File: config.mk
export PLATFORM = sky130hd
export DESIGN_NAME = sys_tx_serializer
export DESIGN_NICKNAME = d
export VERILOG_FILES = /design/src/rtl/sys_ctrl_pkg.sv /design/src/rtl/sys_tx_req_slot.sv /design/src/rtl/sys_tx_serializer.sv
export SDC_FILE = /design/constraint.sdc
export NUM_CORES = 1
export LEC_CHECK = 0
export CAP_MARGIN = 30
export CORE_MARGIN = 4
export CORE_UTILIZATION = 40
export CTS_BUF_LIST = sky130_fd_sc_hd__clkbuf_8
export CTS_CLUSTER_DIAMETER = 80
export DETAILED_ROUTE_END_ITERATION = 7
export SETUP_SLACK_MARGIN = 0.02
export SYNTH_ARGS = -nofsm -noshare
export SYNTH_HDL_FRONTEND = slang
export SYNTH_HIERARCHICAL = 1
export SYNTH_SLANG_ARGS = --single-unit
File: constraint.sdc
create_clock -name clk -period 5.3 [get_ports clk]
set_input_delay 1.06 -clock clk [delete_from_list [all_inputs] [get_ports clk]]
set_output_delay 1.06 -clock clk [all_outputs]
set_load 0.005 [all_outputs]
File: src/rtl/sys_ctrl_pkg.sv
// Shared definitions for the TX serializer: FSM state encodings and byte-order selectors.
package sys_ctrl_pkg;

    typedef enum logic [1:0] {
        ST_IDLE     = 2'b00,
        ST_SEND     = 2'b01,
        ST_WAIT_LOW = 2'b10
    } tx_state_e;

    localparam int BYTE_ORDER_LSB_FIRST = 0;
    localparam int BYTE_ORDER_MSB_FIRST = 1;

endpackage

File: src/rtl/sys_tx_req_slot.sv
// One-deep pending request slot: captures a request pulse with its data, holds it until
// the serializer consumes it, and flags requests that arrive while it is still occupied.
module sys_tx_req_slot #(
    parameter int DW = 8
) (
    input  logic          clk,
    input  logic          reset,
    input  logic          req_i,
    input  logic [DW-1:0] data_i,
    input  logic          consume_i,
    output logic          full_o,
    output logic [DW-1:0] data_o,
    output logic          drop_o
);

    logic          full_q, full_d;
    logic          drop_q, drop_d;
    logic [DW-1:0] data_q, data_d;

    // Next-state: a consume in the same cycle frees the slot so a new request can refill it.
    always_comb begin
        full_d = full_q;
        data_d = data_q;
        drop_d = 1'b0;
        if (req_i && (!full_q || consume_i)) begin
            full_d = 1'b1;
            data_d = data_i;
        end else begin
            if (consume_i) begin
                full_d = 1'b0;
            end
            if (req_i) begin
                drop_d = 1'b1;
            end
        end
    end

    // Control flags carry the reset; requests during reset are ignored.
    always_ff @(posedge clk) begin
        if (reset) begin
            full_q <= 1'b0;
            drop_q <= 1'b0;
        end else begin
            full_q <= full_d;
            drop_q <= drop_d;
        end
    end

    // Held data needs no reset: it is only observed while full_q is set.
    always_ff @(posedge clk) begin
        data_q <= data_d;
    end

    assign full_o = full_q;
    assign data_o = data_q;
    assign drop_o = drop_q;

endmodule

File: src/rtl/sys_tx_serializer.sv
// Serializes register-file bytes and multi-byte ALU results onto a byte-wide UART
// handshake (valid out, busy in), with per-source pending slots and a SEND timeout.
module sys_tx_serializer
    import sys_ctrl_pkg::*;
#(
    parameter int WIDTH      = 8,
    parameter int ALU_BYTES  = 2,
    parameter int BYTE_ORDER = 0,
    parameter int TIMEOUT    = 1023
) (
    input  logic                       clk,
    input  logic                       reset,
    input  logic                       uart_rf_send_in,
    input  logic [WIDTH-1:0]           uart_rf_send_data_in,
    input  logic                       uart_alu_send_in,
    input  logic [ALU_BYTES*WIDTH-1:0] uart_alu_send_data_in,
    input  logic                       uart_tx_busy_in,
    output logic [WIDTH-1:0]           uart_tx_data_out,
    output logic                       uart_tx_data_valid_out,
    output logic                       ctrl_busy_out,
    output logic                       ctrl_drop_out,
    output logic                       ctrl_timeout_out
);

    localparam int FW = ALU_BYTES * WIDTH;
    localparam int IW = $clog2(ALU_BYTES + 1);
    localparam int TW = (TIMEOUT > 0) ? $clog2(TIMEOUT + 1) : 1;

    tx_state_e         state_q, state_d;
    logic [FW-1:0]     frame_q, frame_d;
    logic [IW-1:0]     idx_q, idx_d;
    logic [IW-1:0]     len_q, len_d;
    logic [TW-1:0]     cnt_q, cnt_d;
    logic              to_q, to_d;

    logic              rf_full, rf_drop, rf_take;
    logic [WIDTH-1:0]  rf_hold;
    logic              alu_full, alu_drop, alu_take;
    logic [FW-1:0]     alu_hold;
    logic [FW-1:0]     alu_ordered;
    logic [WIDTH-1:0]  tx_data;
    logic              tx_valid;

    sys_tx_req_slot #(.DW(WIDTH)) u_rf_slot (
        .clk       (clk),
        .reset     (reset),
        .req_i     (uart_rf_send_in),
        .data_i    (uart_rf_send_data_in),
        .consume_i (rf_take),
        .full_o    (rf_full),
        .data_o    (rf_hold),
        .drop_o    (rf_drop)
    );

    sys_tx_req_slot #(.DW(FW)) u_alu_slot (
        .clk       (clk),
        .reset     (reset),
        .req_i     (uart_alu_send_in),
        .data_i    (uart_alu_send_data_in),
        .consume_i (alu_take),
        .full_o    (alu_full),
        .data_o    (alu_hold),
        .drop_o    (alu_drop)
    );

    // Arrange the ALU frame so the byte to send first always sits in the low byte.
    always_comb begin
        alu_ordered = '0;
        for (int b = 0; b < ALU_BYTES; b++) begin
            if (BYTE_ORDER == BYTE_ORDER_MSB_FIRST) begin
                alu_ordered[b*WIDTH +: WIDTH] = alu_hold[(ALU_BYTES-1-b)*WIDTH +: WIDTH];
            end else begin
                alu_ordered[b*WIDTH +: WIDTH] = alu_hold[b*WIDTH +: WIDTH];
            end
        end
    end

    // Next-state and output decode; RF has priority over ALU when both are pending.
    always_comb begin
        state_d  = state_q;
        frame_d  = frame_q;
        idx_d    = idx_q;
        len_d    = len_q;
        cnt_d    = cnt_q;
        to_d     = 1'b0;
        rf_take  = 1'b0;
        alu_take = 1'b0;
        tx_data  = '0;
        tx_valid = 1'b0;
        case (state_q)
            ST_IDLE: begin
                idx_d = '0;
                cnt_d = '0;
                if (!uart_tx_busy_in) begin
                    if (rf_full) begin
                        rf_take             = 1'b1;
                        frame_d             = '0;
                        frame_d[WIDTH-1:0]  = rf_hold;
                        len_d               = IW'(1);
                        state_d             = ST_SEND;
                    end else if (alu_full) begin
                        alu_take = 1'b1;
                        frame_d  = alu_ordered;
                        len_d    = IW'(ALU_BYTES);
                        state_d  = ST_SEND;
                    end
                end
            end
            ST_SEND: begin
                tx_valid = 1'b1;
                tx_data  = frame_q[WIDTH-1:0];
                if (uart_tx_busy_in) begin
                    idx_d   = idx_q + IW'(1);
                    frame_d = frame_q >> WIDTH;
                    state_d = ST_WAIT_LOW;
                end else if ((TIMEOUT > 0) && ((cnt_q + TW'(1)) == TW'(TIMEOUT))) begin
                    to_d    = 1'b1;
                    idx_d   = '0;
                    cnt_d   = '0;
                    state_d = ST_IDLE;
                end else begin
                    cnt_d = cnt_q + TW'(1);
                end
            end
            ST_WAIT_LOW: begin
                if (!uart_tx_busy_in) begin
                    cnt_d   = '0;
                    state_d = (idx_q == len_q) ? ST_IDLE : ST_SEND;
                end
            end
            default: begin
                idx_d   = '0;
                cnt_d   = '0;
                state_d = ST_IDLE;
            end
        endcase
    end

    // Control state register with synchronous reset.
    always_ff @(posedge clk) begin
        if (reset) begin
            state_q <= ST_IDLE;
            idx_q   <= '0;
            len_q   <= '0;
            cnt_q   <= '0;
            to_q    <= 1'b0;
        end else begin
            state_q <= state_d;
            idx_q   <= idx_d;
            len_q   <= len_d;
            cnt_q   <= cnt_d;
            to_q    <= to_d;
        end
    end

    // Frame shift register; contents only matter while a frame is in flight.
    always_ff @(posedge clk) begin
        frame_q <= frame_d;
    end

    assign uart_tx_data_out       = tx_data;
    assign uart_tx_data_valid_out = tx_valid;
    assign ctrl_busy_out          = (state_q != ST_IDLE) || rf_full || alu_full;
    assign ctrl_drop_out          = rf_drop || alu_drop;
    assign ctrl_timeout_out       = to_q;

endmodule

After elaboration in Yosys (flattened, before gate mapping):

Index checks and enable logic that the tools add are counted.
W data, S select, Z words.

* register bits: 61
* bits in latches: 0
* bits in writable memories: 0
* ROM bits: 0
* word-level logic and storage cells: 87
* memories kept: 0

* add/sub/neg operators: 2
* multiply operators: 0
* div/mod/pow operators: 0
* magnitude comparators: 0
* equal/unequal tests: 10
* shift operators: 0
* multiplexer cells: 37
* bitwise logic cells: 3
* reductions and logical operators: 23

Operators with widths (number)
* $mux W16: 4
* $pmux W16 S2: 1
* $mux W10: 3
* $pmux W10 S2: 1
* $mux W2: 9
* $mux W1: 16
* $add A10 B1 Y10 const B: 1
* $eq A10 B10 Y1 const B: 1
* $reduce_bool A2 Y1: 5
* $mux W8: 1
* $ne A2 B2 Y1 const B: 4
* $reduce_and A4 Y1: 2
* $pmux W2 S3: 1
* $logic_or A1 B1 Y1: 5
* $pmux W2 S2: 1
* $reduce_and A2 Y1: 2
* $reduce_or A2 Y1: 2
* $ne A3 B1 Y1 const B: 1
* $ne A3 B3 Y1 const B: 1
* $not A1 Y1: 3
* $reduce_and A3 Y1: 1
* $reduce_or A3 Y1: 1
* $add A2 B1 Y2 const B: 1
* $eq A2 B1 Y1 const B: 1
* 5 further kinds: 7

Logic depth before layout (Yosys ltp):

* word-level depth: 7
* mapped depth: 8
* gate-level depth less buffers: 7

Cells and area by module:

Netlist, hierarchy kept.

By module, submodules not included
* sys_tx_serializer: instances 1, cells an instance 178, area each 1692.9 um^2, sequential area each 820.8 um^2
* sys_tx_req_slot (u_alu_slot): instances 1, cells an instance 23, area each 565.5 um^2, sequential area each 520.5 um^2
* sys_tx_req_slot (u_rf_slot): instances 1, cells an instance 15, area each 325.3 um^2, sequential area each 280.3 um^2

Worst setup path before layout:

Ideal clock, no wire load.

* kind: in2reg
* from: in uart_tx_busy_in
* to: reg frame_q[0] (enable)
* setup time: 394 ps
* arrival time: 2234 ps
* slack: 2672 ps
* cell stages on the path: 4
* path buffers: 1
* path through: buf_2 -> nor2_1 -> o21ai_0 -> a21oi_1

* longest elaborated chain between the ends: 2
* elaborated cells on any way between the ends: 3

RTL lines
* from (decl): RTL line sys_tx_serializer.sv:17 `input logic uart_tx_busy_in,`
* $ne A2 B2 Y1 (no line)
* $reduce_and A4 Y1 (no line) (*)
* to (signal assigned): RTL line sys_tx_serializer.sv:158 `frame_q <= frame_d;`
* to (decl): RTL line sys_tx_serializer.sv:30 `logic [FW-1:0] frame_q, frame_d;`

Mark *: on every way between the ends. The rest lies on a longest branch, timed or not.
A chain may end at the register's enable or synchronous reset.

Worst setup path after layout:

* from: reg state_q[1]
* to: out uart_tx_data_out[0]

* longest elaborated chain between the ends: 2

RTL lines
* from (decl): RTL line sys_tx_serializer.sv:29 `tx_state_e state_q, state_d;`
* from (signal assigned): RTL line sys_tx_serializer.sv:148 `state_q <= state_d;`
* $eq A2 B1 Y1: RTL line sys_tx_serializer.sv:90 `case (state_q)`
* $mux W8: RTL line sys_tx_serializer.sv:90
* to (decl): RTL line sys_tx_serializer.sv:18 `output logic [WIDTH-1:0] uart_tx_data_out,`

No other way between the ends.

==> reports/metrics.yaml <==
r2r_slack_ps: 3190
gr-total-overflow: 0
yosysMostFrequentCell: "edfxtp_1"
r2r_end: "frame_q[15]"
die_width_um: 88.4
final.min_clock_period_ps: 3500
clockBufferDepth: 2
design_area_um2: 3260
cts-root-buf: "clkbuf_8"
cp.buffers_inverters: 2
power_per_cell_area_nw_per_um2: 340
syn_area_um2: 2580
timing.rr.start: "state_q[1]"
cp_cell_sequence: "nand2b_1, clkinv_1, and2_1, clkdlybuf4s50_1"
slew_viol_final: 0
first_pass_iters: 4
clock_latency_ps: 330
yosys_register_bits: 61
seq_area_frac_synth_pct: 62.8
relSlewSlack_pct: 42.6
critPathTopFamily: "buffers and inverters"
placed_cell_area_um2: 3040
post_cts_buffers: 0
skew_ps: 11.4
clkSinkCount: 61
routed-via-count: 1637
cts_tree: "done"
hold_violations: 0
grt_max_degree: 29
setup_tns_ps: 0
drive_above_1_share_pct: 11.4
antenna_found_initial: 0
synth_edf_count: 40
syn-instance-count: 216
p_leak_nw: 1.09
diodes: 0
crit_required_ps: 4240
status: "complete, no violations"
cts.hold.buffers_added: 0
total_power_mw: 1.11
clk_pin_slew_ps: 70
groute.usage.overall_pct: 12.5
synth_nets: 247
yosys.area.top_type: "edfxtp_1"
numCtsBuffers: 9
arrival_ps: 2440
boundaryPins: 41
ant_nets: 0
holdPathStages: 2
rsz0062_at_grt: "false"
h-tree-depth: 3
path_max_fanout: 28
preCtsSetupSlack_ps: 2150
grt_pass1_vias: 1545
cp-end-kind: "primary output"
gp_congestion: 0.745
wirelength_mm: 4.39
path_class: "register to primary output"
port_buffers: 40
hp-class: "register to register"
via_per_inst: 4.80
die_area_um2: 7810
final_nets: 290
cts_resized: 0
yosys-top-cells-count: "edfxtp_1 (40), dfxtp_1 (21), nand2_1 (18)"
start_kind: "register"
initial_utilization_pct: 40.9
slowest_stage: "clkinv_1"
synth_async_sr_flop_share_pct: 0
avgSynthCellArea_um2: 12.0
yosys_warnings: 6
synthDistinctLibCells: 42
nFillCells: 577
yosysTopAreaCellShare_pct: 46.5
max_clock_freq_mhz: 286
ir_drop_mv: 0.174
min_to: "cnt_q[8]"
core_area_um2: 6310
setup_viol: 0
die_height_um: 88.4
tightest_slew_ps: 856
worstHoldStart: "cnt_q[8]"
synthToLayoutAreaGrowth_pct: 26.1
wl_per_cell_um: 12.9
rows: 29
synth_ff_type: "edfxtp_1"
grt_pass1_wl_mm: 7.25
fin_crit_sh_pct: 66.0
dp_hpwl_mm: 3.03
drc: 0
cpPeakStageDelay_ps: 540
max_cap_viol_count: 0
final_util_pct: 51.6
setup_ws_ps: 1800
worst_r2r_path_depth: 4
synthTopCellsByArea: "edfxtp_1 (46%), dfxtp_1 (16%), and2_1 (4.1%)"
drt_iter0_drc: 88
state kept, by name (all words and copies together) (netlist names):
| signal | count |
|---|---|
| frame_q | 16 |
| u_alu_slot/full_o | 1 |
| u_alu_slot/drop_o | 1 |
| u_rf_slot/drop_o | 1 |
| state_q | 2 |
| u_rf_slot/data_o | 8 |
| u_rf_slot/full_o | 1 |
| idx_q | 2 |
| u_alu_slot/data_o | 16 |
| ctrl_timeout_out | 1 |
| len_q | 2 |
| cnt_q | 10 |
metal layers:
metal / track usage [%] / vias up / routed length [um] / part of all wire [%]
li1: - / 867 / - / -
met2: 16.5 / 39 / 1760 / 40
met5: 0 / - / 0 / 0
met3: 4.56 / 10 / 251 / 5.7
met1: 17.5 / 721 / 2280 / 52
met4: 7.42 / 0 / 96 / 2.2
cell type report:
cell class	count	area [um^2]	share of cell area, %
flip-flops and latches	61	1620	49.8
multi-input cells	136	872	26.8
repair buffers	41	408	12.5
clock buffers	9	124	3.80
clock inverters	7	97.6	3.00
well taps	77	96.3	2.96
inverters	10	37.5	1.15
cell usage in the layout, fill, tap and decap left out, types with 2 or more instances in the layout:
| master | synthesis | final |
|---|---|---|
| nor3_2 | 3 | 3 |
| and2_4 | 2 | 2 |
| nand4b_1 | 3 | 3 |
| bufinv_16 | 0 | 2 |
| clkdlybuf4s50_1 | 0 | 40 |
| ha_1 | 2 | 2 |
| and2_1 | 17 | 17 |
| nand4_1 | 2 | 2 |
| mux2i_1 | 8 | 8 |
| xnor2_1 | 4 | 4 |
| nor3_1 | 6 | 6 |
| clkbuf_8 | 0 | 9 |
| nor2_1 | 10 | 10 |
| edfxtp_1 | 40 | 40 |
| a21oi_1 | 4 | 4 |
| nand2b_1 | 4 | 4 |
| a31oi_1 | 6 | 6 |
| nand3_1 | 10 | 10 |
| inv_1 | 9 | 9 |
| nand2b_4 | 2 | 2 |
| o21ai_0 | 16 | 16 |
| clkinvlp_4 | 0 | 2 |
| nand3b_1 | 2 | 2 |
| nand2_1 | 18 | 18 |
| a21oi_2 | 3 | 3 |
| dfxtp_1 | 21 | 21 |
stage by stage:
stage,std cells,hold WS (ps)
floorplan,216,448
global placement,325,476
detailed placement,325,476
CTS,341,491
global route,341,510
finish,341,492
kinds of logic (layout without fill, tap and decap cells):
| kind of cell | count (synthesis) | count (layout) | synth area share [%] |
|---|---|---|---|
| xor gates and xnor gates | 4 | 4 | 1.36 |
| muxes | 8 | 8 | 3.10 |
| buffers and inverters | 19 | 67 | 3.49 |
| DFF | 61 | 61 | 62.8 |
| and+or+nand+nor | 86 | 86 | 19.6 |
| adders and majority gates | 2 | 2 | 0.968 |
| AOI/OAI and AO/OA | 36 | 36 | 8.77 |
report_power, final:
part	internal [mW]	switching [mW]
registers	0.544	0.0126
clock network	0.266	0.186
logic	0.0529	0.0458
total	0.863	0.244
worst max-delay path by stage:
| stage | from | end | cells after the start |
|---|---|---|---|
| 2_1_floorplan | uart_tx_busy_in | frame_q[0] | 4 |
| 3_3_place_gp | state_q[1] | uart_tx_data_out[0] | 4 |
| 4_1_cts | state_q[1] | uart_tx_data_out[0] | 4 |
| 6_report | state_q[1] | uart_tx_data_out[0] | 4 |
| 3_5_place_dp | state_q[1] | uart_tx_data_out[0] | 4 |
| 5_1_grt | state_q[1] | uart_tx_data_out[2] | 4 |
worst min-delay path, delay by kind of cell, from the launching register on:
family	cells	cell delay [ps]
buffers and inverters	1	50
DFF	1	330
AOI/OAI and AO/OA	1	70
Note: power is estimated with default switching activity, not from simulation.
